<file path="src/rtl/arbitro_transaccion.sv">
// Round-robin mover from 4 input FIFOs to 4 output FIFOs by destination field; optional per-output push counters under ARB_COUNTERS_EN.
// Latency: pop_in combinational, push_out/data_out registered one cycle after the pop; 1 word/cycle sustained across inputs.
// Backpressure: requesters whose destination FIFO is almost full are masked; init=1 suppresses grants and returns to INIT.
module arbitro_transaccion #(
   parameter int FIFO_WORD_SIZE = 10,
   parameter int FIFO_PTR_SIZE  = 3
) (
   input  logic                      clk,
   input  logic                      reset,
   input  logic                      init,
   input  logic [FIFO_PTR_SIZE-1:0]  almost_empty_threshold_input,
   input  logic [FIFO_PTR_SIZE-1:0]  almost_full_threshold_input,
   input  logic [3:0]                fifo_in_empty,
   input  logic [FIFO_WORD_SIZE-1:0] data_in0,
   input  logic [FIFO_WORD_SIZE-1:0] data_in1,
   input  logic [FIFO_WORD_SIZE-1:0] data_in2,
   input  logic [FIFO_WORD_SIZE-1:0] data_in3,
   input  logic [3:0]                fifo_out_almost_full,
`ifdef ARB_COUNTERS_EN
   input  logic                      req,
   input  logic [1:0]                idx,
   output logic [4:0]                count_data,
   output logic                      count_valid,
`endif
   output logic [3:0]                pop_in,
   output logic [3:0]                push_out,
   output logic [FIFO_WORD_SIZE-1:0] data_out,
   output logic [FIFO_PTR_SIZE-1:0]  almost_empty_threshold,
   output logic [FIFO_PTR_SIZE-1:0]  almost_full_threshold,
   output logic [1:0]                grant_idx,
   output logic [1:0]                state,
   output logic                      idle
);

   typedef enum logic [1:0] {
      ST_RESET  = 2'd0,
      ST_INIT   = 2'd1,
      ST_IDLE   = 2'd2,
      ST_ACTIVE = 2'd3
   } state_t;

   state_t                    state_q, state_d;
   logic [FIFO_PTR_SIZE-1:0]  ae_thr_q, ae_thr_d;
   logic [FIFO_PTR_SIZE-1:0]  af_thr_q, af_thr_d;
   logic [3:0]                push_out_q, push_out_d;
   logic [FIFO_WORD_SIZE-1:0] data_out_q, data_out_d;
   logic [1:0]                grant_idx_q, grant_idx_d;
   logic [1:0]                rr_ptr_q, rr_ptr_d;

   logic [FIFO_WORD_SIZE-1:0] din [4];
   logic [3:0]                cand;
   logic                      grant_vld;
   logic [1:0]                grant;
   logic [1:0]                cidx;
   logic                      do_grant;
   logic [1:0]                grant_dest;

   assign din[0] = data_in0;
   assign din[1] = data_in1;
   assign din[2] = data_in2;
   assign din[3] = data_in3;

   always_comb begin
      for (int i = 0; i < 4; i++) begin
         cand[i] = !fifo_in_empty[i] && !fifo_out_almost_full[din[i][FIFO_WORD_SIZE-1 -: 2]];
      end
   end

   // Search starts one past the last grant, so the last winner has lowest priority.
   always_comb begin
      grant_vld = 1'b0;
      grant     = rr_ptr_q;
      cidx      = rr_ptr_q;
      for (int k = 1; k <= 4; k++) begin
         cidx = rr_ptr_q + 2'(k);
         if (!grant_vld && cand[cidx]) begin
            grant_vld = 1'b1;
            grant     = cidx;
         end
      end
   end

   assign do_grant   = (state_q == ST_ACTIVE) && !init && grant_vld;
   assign pop_in     = do_grant ? (4'b0001 << grant) : 4'b0000;
   assign grant_dest = din[grant][FIFO_WORD_SIZE-1 -: 2];

   always_comb begin
      state_d     = state_q;
      ae_thr_d    = ae_thr_q;
      af_thr_d    = af_thr_q;
      push_out_d  = 4'b0000;
      data_out_d  = data_out_q;
      grant_idx_d = grant_idx_q;
      rr_ptr_d    = rr_ptr_q;
      case (state_q)
         ST_RESET: state_d = ST_INIT;
         ST_INIT: begin
            ae_thr_d = almost_empty_threshold_input;
            af_thr_d = almost_full_threshold_input;
            if (!init) state_d = ST_IDLE;
         end
         ST_IDLE: begin
            if (init)                    state_d = ST_INIT;
            else if (|(~fifo_in_empty))  state_d = ST_ACTIVE;
         end
         ST_ACTIVE: begin
            // Leave as soon as nothing is left besides the word being popped now,
            // so the final push lands in the IDLE cycle.
            if (init)                                        state_d = ST_INIT;
            else if ((~fifo_in_empty & ~pop_in) == 4'b0000)  state_d = ST_IDLE;
         end
         default: state_d = ST_RESET;
      endcase
      if (do_grant) begin
         data_out_d  = din[grant];
         push_out_d  = 4'b0001 << grant_dest;
         grant_idx_d = grant;
         rr_ptr_d    = grant;
      end
   end

   always_ff @(posedge clk or posedge reset) begin
      if (reset) begin
         state_q     <= ST_RESET;
         ae_thr_q    <= '0;
         af_thr_q    <= '0;
         push_out_q  <= 4'b0000;
         data_out_q  <= '0;
         grant_idx_q <= 2'd0;
         rr_ptr_q    <= 2'd3;
      end else begin
         state_q     <= state_d;
         ae_thr_q    <= ae_thr_d;
         af_thr_q    <= af_thr_d;
         push_out_q  <= push_out_d;
         data_out_q  <= data_out_d;
         grant_idx_q <= grant_idx_d;
         rr_ptr_q    <= rr_ptr_d;
      end
   end

   assign push_out               = push_out_q;
   assign data_out               = data_out_q;
   assign almost_empty_threshold = ae_thr_q;
   assign almost_full_threshold  = af_thr_q;
   assign grant_idx              = grant_idx_q;
   assign state                  = state_q;
   assign idle                   = (state_q == ST_IDLE);

`ifdef ARB_COUNTERS_EN
   logic [4:0] cnt_q [4];
   logic [4:0] cnt_d [4];
   logic [4:0] count_data_q, count_data_d;
   logic       count_valid_q, count_valid_d;
   logic       init_entry;

   assign init_entry = (state_d == ST_INIT) && (state_q != ST_INIT);

   always_comb begin
      for (int i = 0; i < 4; i++) begin
         cnt_d[i] = cnt_q[i];
         if (init_entry)                               cnt_d[i] = 5'd0;
         else if (push_out_q[i] && cnt_q[i] != 5'd31)  cnt_d[i] = cnt_q[i] + 5'd1;
      end
      count_valid_d = (state_q == ST_IDLE) && req;
      count_data_d  = count_valid_d ? cnt_q[idx] : count_data_q;
   end

   always_ff @(posedge clk or posedge reset) begin
      if (reset) begin
         for (int i = 0; i < 4; i++) cnt_q[i] <= 5'd0;
         count_data_q  <= 5'd0;
         count_valid_q <= 1'b0;
      end else begin
         for (int i = 0; i < 4; i++) cnt_q[i] <= cnt_d[i];
         count_data_q  <= count_data_d;
         count_valid_q <= count_valid_d;
      end
   end

   assign count_data  = count_data_q;
   assign count_valid = count_valid_q;
`endif

endmodule

</file>
<file path="config.mk">
export PLATFORM = sky130hd
export DESIGN_NAME = arbitro_transaccion
export DESIGN_NICKNAME = d
export VERILOG_FILES = /design/src/rtl/arbitro_transaccion.sv
export SDC_FILE = /design/constraint.sdc
export NUM_CORES = 1
export LEC_CHECK = 0
export BUFFER_PORTS_ARGS = -buffer_cell sky130_fd_sc_hd__clkbuf_2
export CAP_MARGIN = 20
export CORE_ASPECT_RATIO = 2
export CORE_MARGIN = 5
export CORE_UTILIZATION = 47
export DETAILED_ROUTE_END_ITERATION = 8
export PLACE_DENSITY = 0.95
export SLEW_MARGIN = 20
export SYNTH_ARGS = -nofsm -noshare
export SYNTH_HDL_FRONTEND = slang
export SYNTH_SLANG_ARGS = --single-unit
</file>
<file path="constraint.sdc">
create_clock -name clk -period 12.2 [get_ports clk]
set_input_delay 3.66 -clock clk [delete_from_list [all_inputs] [get_ports clk]]
set_output_delay 3.66 -clock clk [all_outputs]
set_load 0.05 [all_outputs]
</file>
==> results of run 1 <==
flip-flops by register name, indices dropped and copies added (netlist names):
name / flops
data_out: 10
push_out: 4
grant_idx: 2
almost_full_threshold: 3
almost_empty_threshold: 3
rr_ptr_q: 2
state: 2
cells in the mapped netlist:
library cell,n
or4_1,1
buf_6,2
dfrtp_1,24
a211oi_1,1
a31oi_1,1
o22ai_2,1
nor3b_1,2
mux4_1,5
inv_1,6
o41a_1,1
nand2_1,5
mux2i_4,1
a2bb2oi_1,1
a221o_1,2
nor2_2,1
mux2_4,3
dfstp_2,2
buf_4,1
a21o_1,2
nor3b_2,1
a211o_1,1
nor4b_2,1
and3_1,2
a21oi_1,2
o21ai_1,3
or2_1,2
mux2_2,12
clkbuf_1,1
buf_2,1
o311ai_0,1
nor3_1,2
nor2_1,12
or4b_1,1
and2_1,1
mux4_2,9
cells by family after synthesis:
| family | share of synthesized area |
|---|---|
| AOI/OAI and AO/OA | 0.08010 |
| buffers and inverters | 0.03964 |
| DFF | 0.4223 |
| muxes | 0.3471 |
| and+or+nand+nor | 0.1108 |
power groups by stage:
stage	clock (mW)	sequential, mW	combinational [mW]
floorplan	0	0.224	0.103
global placement	0	0.137	0.235
detailed placement	0	0.138	0.242
CTS	0.0704	0.137	0.244
global route	0.0743	0.141	0.254
finish	0.0701	0.138	0.242
area by class of cell:
| cell class | count | area, um2 |
|---|---|---|
| Clock buffer | 3 | 41.29 |
| Clock inverter | 1 | 30.03 |
| Fill cell | 258 | 1145 |
| Inverter | 6 | 22.52 |
| Multi-Input combinational cell | 77 | 837.1 |
| Sequential cell | 26 | 653.1 |
| Tap cell | 31 | 38.79 |
| Timing Repair Buffer | 85 | 425.4 |
worst max-delay path, delay by kind of cell:
| kind | cells | cell delay, ps |
|---|---|---|
| AND/OR/NAND/NOR | 2 | 770 |
| AO/OA/AOI/OAI | 2 | 770 |
| multiplexers | 1 | 510 |
| buffers and inverters | 2 | 420 |
layer usage:
| layer | up-vias | wire length, um | part of all wire |
|---|---|---|---|
| met5 | - | 0 | 0 |
| met3 | 11 | 255 | 0.060 |
| met1 | 662 | 1279 | 0.30 |
| li1 | 614 | - | - |
| met4 | 0 | 99 | 0.023 |
| met2 | 65 | 2601 | 0.61 |
stage by stage:
stage	setup WS [ps]	instance area, um2
after floorplan	2229	1546
final	2403	2048
after detailed placement	2455	1977
after global routing	2294	2048
after global placement	2550	1977
after CTS	2424	2048
worst min-delay path by stage:
stage | endpoint | cells past startpoint | start | slack [ps]
floorplan | rr_ptr_q[0] | 2 | rr_ptr_q[0] | 490
global placement | grant_idx[1] | 1 | grant_idx[1] | 460
detailed placement | data_out[8] | 2 | data_out[8] | 470
CTS | data_out[8] | 2 | data_out[8] | 490
global route | grant_idx[1] | 1 | grant_idx[1] | 530
finish | grant_idx[1] | 1 | grant_idx[1] | 490
==> metrics.yaml, run 1 <==
synth:
  synth_nets: 171
  synth_top_cell_area_share: 0.3883
  netlist_instances: 114
  yosys.area.top_type: "dfrtp_1"
  ys_seq_area_frac: 0.4223
  synth-seq-cells: 26
  synth_warnings: 0
  synth_cell_type_count: 35
  syn_area_um2: 1546
  avgSynthCellArea_um2: 13.57
  synth_area_leaders: "dfrtp_1 39%, mux4_2 13%, mux2_2 8.7%, mux4_1 8.5%, dfstp_2 3.4%"
timing:
  max_slew_margin: 0.3031
  fin_setup_tns_ps: 0
  hold_viol: 0
  fin_crit_ps: 9797
  fmax_mhz: 102.1
  post-route-period-util: 0.8030
  hold_ws_ps: 493.1
  worst_pin_slew_ps: 1043
  setup_violations: 0
  skew_ps: 3.706
  rsz0062_at_grt: "false"
  slew_violations: 0
placed_design:
  dp_cells: 225
  gp_congestion: 0.8319
  io_buffers: 85
  dp_hpwl_um: 3306
clocking:
  htree_levels: 1
  clk_latency_ps: 270
  cts.reportedPaths.clkPinSlew_ps: 80
  cts_resized: 0
  cts_setup_buffers: 0
  root_buffer: "clkbuf_8"
  clockBufferDepth: 2
  cts_hold_buf: 0
  tritoncts: "done"
  cts_made_buffers: 3
  cts_sinks: 26
global_route:
  grt_max_degree: 27
  grt_use_total: 0.1840
  overflow: 0
  use_met1: 0.1821
  antenna_found_initial: 0
  grt_pass1_wl_um: 6679
  grt_use_met2: 0.3548
  first_global_vias: 1426
  gr-usage-met3: 0.02951
  grt.busiest_layer: "met2"
critical_path:
  path_class: "primary input to output port"
  arrival_ps: 6140
  crit_required_ps: 8540
  cp-start-kind: "primary input"
  startpoint: "data_in3[8]"
  cp-end-kind: "output port"
  path_cells: "clkbuf_2, mux4_2, or4b_1, o311ai_0, a221o_1, nor3b_1, clkbuf_2"
  crit_end: "pop_in[1]"
  rr_worst_depth: 6
  crit_slowest_cell: "a221o_1"
  crit_top_cell: "clkbuf_2"
  r2r-start: "rr_ptr_q[1]"
  critical_path.max_stage_delay_ps: 640
  r2r_end: "state[0]"
  crit_fanout: 17
  reg2reg_slack_ps: 9480
flow_run:
  maxCapViolCount: 0
power_and_ir_drop:
  p_per_area_nw_per_um2: 219.7
  power.internal_mw: 0.2438
  p_sw_frac: 0.4582
  clkPwrFrac: 0.156
  switchingPower_mw: 0.2062
  peakVddDrop_mv: 0.1022
  comb_power_share: 0.538
  p_leak_nw: 1.033
  power_frac_seq: 0.306
  finalPower_mw: 0.4500
hold_path:
  hp-class: "register to register"
floorplan:
  core_um2: 3193
  start_util: 0.4843
  die_w_um: 50.56
  die-area_um2: 4607
  fp-row-count: 29
  io_pins: 86
  die_h_um: 91.12
route:
  postRouteAntennaNets: 0
  vias: 1352
  drt-total-wl_um: 4236
  wl_per_cell_um: 18.50
  drt-initial-drc-count: 19
  drcViolationCount: 0
  viasPerCell: 5.904
  dr.pass1.iters: 6
finish:
  antenna_cells: 0
  layout_commonest_cell: "clkbuf_2"
  drive_gt1_frac: 0.6111
  area_growth_pct: 32.44
  final_util: 0.6415
  instances_no_fill: 229
  final_cell_mix: "85 x clkbuf_2, 24 x dfrtp_1, 12 x nor2_1, 12 x mux2_2, 9 x mux4_2"
  fin_nets: 256
status:
  status: "complete, no violations"
(Power assumes the default switching activity.)
==> inputs of run 2 (changes only) <==
--- a/config.mk
+++ b/config.mk
@@ -5,13 +5,14 @@
 export SDC_FILE = /design/constraint.sdc
 export NUM_CORES = 1
 export LEC_CHECK = 0
+export ABC_AREA = 1
 export BUFFER_PORTS_ARGS = -buffer_cell sky130_fd_sc_hd__clkbuf_2
 export CAP_MARGIN = 20
 export CORE_ASPECT_RATIO = 2
 export CORE_MARGIN = 5
-export CORE_UTILIZATION = 47
+export CORE_UTILIZATION = 42
 export DETAILED_ROUTE_END_ITERATION = 8
-export PLACE_DENSITY = 0.95
+export PLACE_DENSITY = 0.87
 export SLEW_MARGIN = 20
 export SYNTH_ARGS = -nofsm -noshare
 export SYNTH_HDL_FRONTEND = slang
==> constraint.sdc (replaced) <==
create_clock -name clk -period 8.8 [get_ports clk]
set_input_delay 2.64 -clock clk [delete_from_list [all_inputs] [get_ports clk]]
set_output_delay 2.64 -clock clk [all_outputs]
set_load 0.05 [all_outputs]
==> run 2 against run 1 <==
  * Worst setup slack worse by 1000 ps
  * Area after synthesis rose by 20%
  * Synthesized cell count rose by 140%
  * Clock skew rose by 3.7 ps
  * Routed wire length up 29%
  * Via count rose by 54%
  * Sequential cell count stayed put
  * Final area increased by 18%
  * Cell count grew 80%
  * Non-clock buffer count grew 1
  * Critical path depth rose by 7
  * Highest routed layer unchanged
==> metrics.yaml, run 2 <==
flow_run:
  maxCapViolCount: 0
route:
  dr.pass1.iters: 4
  top_layer: "met4"
  postRouteAntennaNets: 0
  wl_met2_um: 2959
  wl_per_cell_um: 13.27
  vias: 2083
  drt-total-wl_um: 5479
  drt-initial-drc-count: 54
  wl_met3_um: 314
  wl_met1_um: 1957
  drcViolationCount: 0
  viasPerCell: 5.044
timing:
  post-route-period-util: 0.8416
  max_slew_margin: 0.3961
  worst_pin_slew_ps: 900.2
  fmax_mhz: 135.0
  setup_violations: 0
  slew_violations: 0
  fin_crit_ps: 7406
  skew_ps: 7.383
  hold_viol: 0
  rsz0062_at_grt: "false"
  fin_setup_tns_ps: 0
finish:
  largest_reg_flops: 10
  final_cell_mix: "128 x nand2_1, 85 x clkbuf_2, 30 x nand3_1"
  ff_latch_area_um2: 653.1
  drive_gt1_frac: 0.3426
  instances_no_fill: 413
  fillers: 451
  fin_nets: 417
  antenna_cells: 0
  multi_input_area_um2: 1074
  area_growth_pct: 30.05
  layout_commonest_cell: "nand2_1"
status:
  status: "complete, no violations"
clocking:
  clockBufferDepth: 2
  tritoncts: "done"
  cts_sinks: 26
  clk_latency_ps: 270
  cts_hold_buf: 0
  cts_setup_buffers: 0
  htree_levels: 1
  cts.reportedPaths.clkPinSlew_ps: 80
  cts_resized: 0
  root_buffer: "clkbuf_8"
  cts_made_buffers: 3
critical_path:
  cp-start-kind: "primary input"
  arrival_ps: 4770
  crit_required_ps: 6160
  path_class: "primary input to output port"
  reg2reg_slack_ps: 6070
  cp-end-kind: "output port"
  crit_fanout: 18
  r2r-start: "rr_ptr_q[0]"
  startpoint: "data_in2[8]"
synth:
  synth_cell_type_count: 31
  synth_nets: 329
  synth_top_cell_area_share: 0.3241
  ys_seq_area_frac: 0.3525
  synth-seq-cells: 26
  yosysMostFrequentCell: "nand2_1"
  synth_area_leaders: "dfrtp_1 32%, nand2_1 26%, nand3_1 8.1%, inv_1 4.3%, dfstp_2 2.8%"
  synth_warnings: 0
  async_flop_share: 1.000
  avgSynthCellArea_um2: 6.813
  syn_area_um2: 1853
  synth-edff-count: 0
  synthFlopType: "dfrtp_1"
  netlist_instances: 272
  synth_common_cells: "128 x nand2_1, 30 x nand3_1, 24 x dfrtp_1, 21 x inv_1, 9 x nor2_1"
  yosys.area.top_type: "dfrtp_1"
floorplan:
  core_um2: 4297
  die_w_um: 56.97
  die_h_um: 103.9
  io_pins: 86
  fp-row-count: 34
  start_util: 0.4313
  die-area_um2: 5921
global_route:
  grt_pass1_wl_um: 8894
  overflow: 0
  antenna_found_initial: 0
  grt_use_total: 0.1854
  first_global_vias: 2044
  grt_max_degree: 27
placed_design:
  gp_congestion: 0.9181
  dp_cells: 409
  dp_hpwl_um: 4562
  io_buffers: 85
hold_path:
  min_from: "almost_empty_threshold[0]"
  hp-class: "register to register"
==> run 2: cell types whose count changed in the layout (fill, tap and decap cells not counted), moves of 9 or more <==
cell / delta
nand3_1: +30
mux4_2: -9
inv_1: +14
mux2_2: -12
nand2_1: +123
==> run 2: layout make-up <==
type                       instances  share of cell area
tap                               54             0.02804
clock inverter                     1             0.01246
sequential                        26              0.2710
inverter                          29             0.04621
multi-input combinational        214              0.4455
clock buffer                       3             0.01713
timing repair buffer              86              0.1796
==> run 2: metal layers <==
layer  up-vias  GRT usage
met3        24    0.02857
met4         0    0.09287
met1       933     0.1879
met2        82     0.3478
met5         -          0
li1       1044          -
==> run 2: path summary, 6_finish.rpt <==
| kind | to | cells past startpoint |
|---|---|---|
| worst max-delay path | pop_in[0] | 14 |
| worst min-delay path | almost_empty_threshold[0] | 2 |
| worst max register to register | state[0] | 12 |
| worst min register to register | almost_empty_threshold[0] | 2 |
| max in group asynchronous | grant_idx[0] | 2 |
| min in group asynchronous | data_out[6] | 2 |
==> run 2: cells by family after synthesis <==
logic type / Yosys count / synth area share
compound gates: 20 / 0.07630
xor+xnor: 1 / 0.008780
buf+inv: 32 / 0.06820
flops: 26 / 0.3525
simple gates: 193 / 0.4943
==> run 2: worst max-delay path, stage by stage <==
cell and delay (ps):
clkbuf_2 120, inv_1 60, nand2_1 60, nand3_1 70
nand2_1 120, nand3_1 130, nand3_2 150, nand2_4 90
nand3_1 90, nor2_1 60, nor2_2 560, nand3_1 230
inv_1 100, clkbuf_2 270
==> run 2: metrics by stage <==
stage / util / hold WS, ps / setup slack (ps) / area, um2
finish: 0.5609 / 476.3 / 1394 / 2410
global route: 0.5609 / 510.4 / 1175 / 2410
CTS: 0.5609 / 481.5 / 1426 / 2410
detailed placement: 0.5443 / 460.2 / 1427 / 2338
global placement: 0.5443 / 459.0 / 1509 / 2338
floorplan: - / 596.3 / 2056 / 1853
Power of run 2 is not shown: default switching activity piles up to over one toggle a cycle in this logic, so the estimate is an artifact.
